File: src/rtl/fx_sub_rr_sched.sv
// Round-robin front end that shares one registered fixed-point subtractor among
// N_REQ requesters, tagging each issued op so its result returns to the issuer.
module fx_sub_rr_sched #(
  parameter int DATA_WIDTH  = 32,
  parameter int N_REQ       = 4,
  parameter int SUB_LATENCY = 1,
  parameter int ID_W        = 2
) (
  input  logic                        clk,
  input  logic                        rst_n,
  input  logic                        i_flush,
  input  logic [N_REQ-1:0]            i_req_valid,
  output logic [N_REQ-1:0]            o_req_ready,
  input  logic [N_REQ*DATA_WIDTH-1:0] i_req_data_0,
  input  logic [N_REQ*DATA_WIDTH-1:0] i_req_data_1,
  output logic [DATA_WIDTH-1:0]       o_sub_data_0,
  output logic [DATA_WIDTH-1:0]       o_sub_data_1,
  input  logic [DATA_WIDTH-1:0]       i_sub_result,
  output logic [N_REQ-1:0]            o_rsp_valid,
  output logic [DATA_WIDTH-1:0]       o_rsp_data,
  output logic                        o_busy
);

  localparam int NSTG = SUB_LATENCY + 1;
  localparam int CW   = ID_W + 1;

  logic [ID_W-1:0]       r_rr_ptr;
  logic [NSTG-1:0]       r_tag_vld;
  logic [ID_W-1:0]       r_tag_id [NSTG];
  logic [DATA_WIDTH-1:0] r_sub_data_0;
  logic [DATA_WIDTH-1:0] r_sub_data_1;
  logic [N_REQ-1:0]      r_rsp_valid;
  logic [DATA_WIDTH-1:0] r_rsp_data;

  logic [N_REQ-1:0]      w_grant;
  logic [ID_W-1:0]       w_win_id;
  logic                  w_found;
  logic                  w_xfer;
  logic [ID_W-1:0]       w_next_ptr;

  // Scan from r_rr_ptr upward with wrap; the first requester found wins.
  always_comb begin
    logic [CW-1:0] cand;
    w_grant  = '0;
    w_win_id = '0;
    w_found  = 1'b0;
    cand     = '0;
    for (int i = 0; i < N_REQ; i++) begin
      cand = CW'(r_rr_ptr) + CW'(i);
      if (cand >= CW'(N_REQ)) begin
        cand = cand - CW'(N_REQ);
      end
      if (!w_found && i_req_valid[cand]) begin
        w_found  = 1'b1;
        w_win_id = cand[ID_W-1:0];
      end
    end
    if (w_found && !i_flush) begin
      w_grant[w_win_id] = 1'b1;
    end
  end

  assign w_xfer      = w_found & ~i_flush;
  assign w_next_ptr  = (w_win_id == ID_W'(N_REQ - 1)) ? '0 : w_win_id + 1'b1;
  assign o_req_ready = w_grant;

  always_ff @(posedge clk or negedge rst_n) begin
    if (!rst_n) begin
      r_rr_ptr     <= '0;
      r_sub_data_0 <= '0;
      r_sub_data_1 <= '0;
    end else if (w_xfer) begin
      r_rr_ptr     <= w_next_ptr;
      r_sub_data_0 <= i_req_data_0[w_win_id*DATA_WIDTH +: DATA_WIDTH];
      r_sub_data_1 <= i_req_data_1[w_win_id*DATA_WIDTH +: DATA_WIDTH];
    end
  end

  // Tag stage 0 is written alongside the operands; later stages shift unconditionally.
  always_ff @(posedge clk or negedge rst_n) begin
    if (!rst_n) begin
      r_tag_vld[0] <= 1'b0;
      r_tag_id[0]  <= '0;
    end else begin
      r_tag_vld[0] <= w_xfer;
      r_tag_id[0]  <= w_win_id;
    end
  end

  generate
    for (genvar gi = 1; gi < NSTG; gi++) begin : g_tag
      always_ff @(posedge clk or negedge rst_n) begin
        if (!rst_n) begin
          r_tag_vld[gi] <= 1'b0;
          r_tag_id[gi]  <= '0;
        end else begin
          r_tag_vld[gi] <= r_tag_vld[gi-1] & ~i_flush;
          r_tag_id[gi]  <= r_tag_id[gi-1];
        end
      end
    end
  endgenerate

  // A flush also suppresses the op whose result is arriving this cycle.
  always_ff @(posedge clk or negedge rst_n) begin
    if (!rst_n) begin
      r_rsp_valid <= '0;
      r_rsp_data  <= '0;
    end else begin
      r_rsp_valid <= '0;
      if (r_tag_vld[NSTG-1] && !i_flush) begin
        r_rsp_valid[r_tag_id[NSTG-1]] <= 1'b1;
        r_rsp_data                    <= i_sub_result;
      end
    end
  end

  assign o_sub_data_0 = r_sub_data_0;
  assign o_sub_data_1 = r_sub_data_1;
  assign o_rsp_valid  = r_rsp_valid;
  assign o_rsp_data   = r_rsp_data;
  assign o_busy       = |r_tag_vld;

endmodule

File: config.mk
export PLATFORM = sky130hd
export DESIGN_NAME = fx_sub_rr_sched
export DESIGN_NICKNAME = d
export VERILOG_FILES = /design/src/rtl/fx_sub_rr_sched.sv
export SDC_FILE = /design/constraint.sdc
export NUM_CORES = 1
export LEC_CHECK = 0
export ABC_AREA = 1
export ABC_CLOCK_PERIOD_IN_PS = 5500
export CAP_MARGIN = 20
export CORE_AREA = 5 5 152 154
export DETAILED_ROUTE_END_ITERATION = 12
export DIE_AREA = 0 0 157 159
export GPL_ROUTABILITY_DRIVEN = 0
export PLACE_DENSITY = 0.71
export REMOVE_ABC_BUFFERS = 1
export SYNTH_ARGS = -nofsm -noshare
export SYNTH_HDL_FRONTEND = slang
export SYNTH_SLANG_ARGS = --single-unit
File: constraint.sdc
create_clock -name clk -period 5.5 [get_ports clk]
set_input_delay 1.1 -clock clk [delete_from_list [all_inputs] [get_ports clk]]
set_output_delay 1.1 -clock clk [all_outputs]
set_load 0.05 [all_outputs]
=== After elaboration in Yosys (flattened, before gate mapping) ===
Index checks and enable logic that the tools add are counted.

* Bits of input ports: 295
* Word-level logic and storage cells: 74
* Output and inout bits: 105
* Register bits: 108

* Eq/ne operators: 1
* Bitwise logic cells: 3
* Shift operators: 2
* Add/sub/neg operators: 8
* $lt $le $gt $ge: 12
* Reductions and logical operators: 12
* Mux-type cells: 27

{| class="wikitable"
|+ Operators with widths
! kind !! count
|-
| 128-bit by 8-bit variable part select with 32-bit output || 2
|-
| 3-bit less-than comparator (second input constant) || 4
|-
| 3-bit two-way mux || 4
|-
| 1-bit two-way mux || 10
|-
| 2-bit two-way mux || 5
|-
| 3-bit >= comparator (second input constant) || 3
|-
| 3-bit subtractor (second input constant) || 3
|-
| 1-bit binary-select mux with 2-bit select || 4
|-
| 4-bit two-way mux || 2
|-
| 1-bit logical AND || 7
|-
| 2-bit by 2-bit adder with 3-bit output (second input constant) || 2
|-
| 2-bit by 3-bit less-than comparator with 1-bit output (second input constant) || 2
|-
| 1-bit demux with 2-bit select || 2
|-
| 2-bit by 1-bit >= comparator with 1-bit output (second input constant) || 2
|-
| 1-bit zero test || 4
|-
| 2-bit by 1-bit adder with 3-bit output (second input constant) || 1
|-
| 2-bit by 3-bit >= comparator with 1-bit output (second input constant) || 1
|-
| 2-bit by 3-bit subtractor with 3-bit output (second input constant) || 1
|-
| 2-bit by 1-bit adder with 2-bit output (second input constant) || 1
|-
| 1-bit bitwise AND || 2
|-
| 2-bit == test (second input constant) || 1
|-
| 2-bit OR reduction || 1
|-
| 1-bit inverter || 1
|}

=== Depth between registers and ports, before layout ===
* Depth in word-level cells: 19
* Gate-level depth with buffers: 16
* Mapped depth without buffers: 14

=== Worst setup path before layout ===
Ideal clock, no wire load.

* Path type: input -> output
* Start point: in i_req_valid[0]
* End point: out o_req_ready[0]
* Path buffers: 3
* Required time: 4.400 ns
* Setup slack: 1.194 ns
* Stages on the path: 11
* Arrival time: 3.206 ns
* Cells stage by stage: inv_1 > nand2_1 > nand3_1 > nand2_1 > nor2_2 > nand3_1 > nand2_2 > buf_4 > buf_4 > buf_4 > nor3_1

* Word-level cells in the longest chain between the ends: 17
* Elaborated cells between the ends (all ways): 29
* Classes of those cells: order compare (2); mux (19); reduce/logical (8)

{| class="wikitable"
|+ RTL lines
! item !! RTL line !! RTL
|-
| start: declaration || 12 || <nowiki>input logic [N_REQ-1:0] i_req_valid,</nowiki>
|-
| 1-bit binary-select mux with 2-bit select || 53 || <nowiki>if (!w_found && i_req_valid[cand]) begin</nowiki>
|-
| 1-bit two-way mux (implied by the code) || 53 ||
|-
| 1-bit two-way mux || 53 ||
|-
| 1-bit zero test || 53 ||
|-
| 1-bit logical AND || 53 ||
|-
| 1-bit two-way mux || 53 ||
|-
| 1-bit zero test || 53 ||
|-
| 1-bit logical AND || 53 ||
|-
| 1-bit two-way mux || 53 ||
|-
| 1-bit zero test || 53 ||
|-
| 1-bit logical AND || 53 ||
|-
| 2-bit two-way mux || 53 ||
|-
| 2-bit by 3-bit less-than comparator with 1-bit output (implied by the code) / 2-bit by 1-bit >= comparator with 1-bit output (equally long branches) || 59 || <nowiki>w_grant[w_win_id] = 1'b1;</nowiki>
|-
| 1-bit logical AND (implied by the code) || 59 ||
|-
| 1-bit two-way mux (implied by the code) || 59 ||
|-
| 1-bit demux with 2-bit select || 59 ||
|-
| 4-bit two-way mux (*) || 58 || <nowiki>if (w_found && !i_flush) begin</nowiki>
|-
| end: declaration || 13 || <nowiki>output logic [N_REQ-1:0] o_req_ready,</nowiki>
|}

Mark *: on every way between the ends. The rest lies on a longest branch, timed or not. The select of a mux whose other input is x is not followed.

=== Final worst setup path ===
* Start point: in i_req_valid[0]
* End point: out o_req_ready[3]

The elaborated chain is that of the path after synthesis.

==> results.py <==
metrics = {
    "outcome": {
        "status": "finished, final reports clean",
    },
    "place": {
        "hpwl_mm": 20.67,
        "dpl_cell_area_um2": 11220,
        "dp_cells": 1632,
        "port_buffers": 399,
    },
    "worst_setup_path": {
        "rr_worst_depth": 13,
        "cp.arrival_ns": 3.45,
        "critPathMaxFanout": 54,
        "critPathRequiredTime_ns": 4.40,
        "crit_chain": "clkdlybuf4s50_1, inv_1, nand2_1, nand2_1, nand2_1, nand2_2, a21oi_1, nand2_4, nand2_4, buf_4, inv_1, ha_1, inv_1, nor2_1, buf_4",
        "start_kind": "primary input",
        "critPathSlowestCell": "clkdlybuf4s50_1",
        "r2r_setup_slack_ns": 2.06,
        "criticalPathCategory": "primary input to output port",
        "rr_startpoint": "r_rr_ptr[0]",
        "critPathTopFamily": "buffers and inverters",
        "cp_num_buf_inv": 6,
        "max_stage_delay_ns": 0.48,
        "cp-end-kind": "output port",
        "timing.rr.end": "o_sub_data_1[19]",
    },
    "synthesis": {
        "netlist_area_um2": 7169,
        "yosysWarningCount": 0,
        "ys_seq_area_share_pct": 37.70,
        "postSynthCellCount": 1015,
        "synth-seq-cells": 108,
        "postSynthAreaPerCell_um2": 7.063,
        "ys_types": 22,
    },
    "cts": {
        "clk_path_buf_depth": 2,
        "cts_tree": "done",
        "cts_setup_buffers": 0,
        "holdBufCountCts": 0,
        "numCtsBuffers": 9,
        "clock_latency_ns": 0.35,
        "clock-root-buffer": "clkbuf_16",
        "htreeDepth": 3,
        "clkSinkCount": 108,
        "post_cts_resized": 0,
        "clk_pin_slew_ns": 0.08,
    },
    "route": {
        "drt-total-wl_mm": 28.42,
        "antenna_left": 0,
        "drtIter0Drc": 453,
        "vias_per_cell": 4.844,
        "drc": 0,
        "dr.pass1.iters": 5,
        "wl_per_cell_um": 17.23,
        "vias": 7988,
    },
    "floorplan": {
        "die_h_um": 159,
        "start_util_pct": 33.26,
        "fp.dieArea_um2": 24960,
        "core_um2": 21550,
        "ioPinCount": 400,
        "rows": 54,
        "die_w_um": 157,
    },
    "timing": {
        "rsz0062_at_grt": "no",
        "fin_crit_sh_pct": 82.79,
        "tns_ns": 0,
        "slew_headroom_pct": 24.31,
        "final-setup-viol-count": 0,
        "drv_slew": 0,
        "finClkSkew_ns": 0.008748,
        "timing.fmax_ghz": 0.2196,
        "tightest_slew_ns": 1.135,
        "hold_viol": 0,
        "fin_crit_ns": 4.553,
    },
    "job": {
        "maxCapViolCount": 0,
    },
    "finish": {
        "final_common_cell": "clkdlybuf4s50_1",
        "multi_input_area_um2": 3516,
        "num-fill-cells": 2102,
        "area_growth_pct": 61.06,
        "drive_gt1_share_pct": 5.994,
        "fin_area_um2": 11550,
        "final_cells": 1649,
        "nNetsFinal": 1659,
        "layout_common_cells": "clkdlybuf4s50_1 (394), nand2_1 (265), nand3_1 (232), inv_1 (141), dfrtp_1 (108)",
        "regArea_um2": 2703,
    },
    "power": {
        "p_total_w": 0.007192,
        "p_leak_nw": 5.467,
        "peakVddDrop_mv": 0.4969,
        "powerDensity_nw_per_um2": 622.8,
    },
    "global_route": {
        "grt_pass1_vias": 7943,
        "antenna_found_initial": 0,
        "grt_pass1_wl_mm": 43.44,
        "grt-ovfl-total": 0,
        "track_usage_pct": 21.88,
        "grt_max_degree": 99,
    },
    "min_path": {
        "holdPathStages": 0,
        "hold_class": "flip-flop to flip-flop",
        "hold_start": "r_tag_id[3]",
        "min_to": "r_tag_id[1]",
    },
}
==> routing by layer <==
metal	vias to the layer above	GRT usage, %	share of wire [%]
met5	-	0	0
met3	65	6.061	9.0
met1	3616	25.68	38
met2	350	37.10	48
li1	3957	-	-
met4	0	9.625	4.4
==> cells by family (layout without fill, tap and decap cells) <==
group	count (synthesis)	after routing	synth area share (%)
other cells	0	1	0
fa+ha+maj	1	1	0.1745
buf+inv	220	573	13.54
mux	32	32	5.026
simple gates	649	649	43.21
flops	108	108	37.70
compound gates	5	5	0.3490
==> worst reg2reg max path: stages, from the launching register on <==
cell,delay [ns]
dfrtp_1,0.66
inv_2,0.19
nand2_1,0.14
nand3_1,0.09
nand2_1,0.14
inv_1,0.07
nand3_1,0.09
nor2_2,0.06
nor2_4,0.13
buf_4,0.86
nor2_4,0.34
buf_4,0.35
nand3_1,0.11
nand3_1,0.10
==> cell type report <==
cell class / instances / area share [%]
inverters: 145 / 4.713
well taps: 280 / 3.034
multi-input cells: 687 / 30.45
diodes: 1 / 0.02167
repair buffers: 412 / 35.54
clock inverters: 7 / 0.8885
clock buffers: 9 / 1.950
flip-flops and latches: 108 / 23.40
==> report_power, final <==
part           leakage, nW  switching (W)  total [W]  internal, W
Sequential            1.32       0.000195    0.00136      0.00116
Combinational         3.99        0.00351    0.00511      0.00160
Clock                0.160       0.000352   0.000723     0.000371
Total                 5.47        0.00406    0.00719      0.00313
==> synthesized netlist by cell type <==
master	count	share of area [%]
nand2_2	7	0.61
inv_1	141	7.4
nor2_4	2	0.31
buf_4	11	1.2
or2_2	1	0.087
inv_2	4	0.21
o21ai_0	4	0.28
nor3_1	7	0.49
buf_6	9	1.4
nand3b_1	64	6.7
ha_1	1	0.17
nand3_1	232	16
dfrtp_1	108	38
mux2_2	32	5.0
nor2_1	36	1.9
nor2_2	2	0.17
buf_1	2	0.10
clkbuf_1	24	1.3
a21oi_1	1	0.070
nand2_1	265	14
buf_2	29	2.0
nand4_1	33	2.9
==> sequential cells by signal, summed over array words and instances (netlist names) <==
register	count
o_rsp_data	32
o_sub_data_0	32
o_sub_data_1	32
o_rsp_valid	4
r_tag_id	4
r_rr_ptr	2
r_tag_vld	2
==> per-stage QoR <==
stage                     hold slack (ns)  worst slack, ns  util [%]
after CTS                          0.3503           0.9455     53.56
after detailed placement           0.3347           0.9483     52.04
after global routing               0.3514           0.7651     53.56
final                              0.3496           0.9467     53.58
after floorplan                    0.3312           -1.039         -
after global placement             0.3326           0.9976     52.04
==> worst max-delay path by stage <==
stage / cells past startpoint / end / slack (ns) / startpoint
after floorplan: 10 / o_req_ready[0] / -1.04 / i_req_valid[0]
final: 15 / o_req_ready[3] / 0.95 / i_req_valid[0]
after CTS: 15 / o_req_ready[3] / 0.95 / i_req_valid[1]
after detailed placement: 15 / o_req_ready[3] / 0.95 / i_req_valid[1]
after global routing: 15 / o_req_ready[3] / 0.77 / i_req_valid[3]
after global placement: 15 / o_req_ready[3] / 1.0 / i_req_valid[1]
No activity file was read; power rests on OpenSTA's default activity.
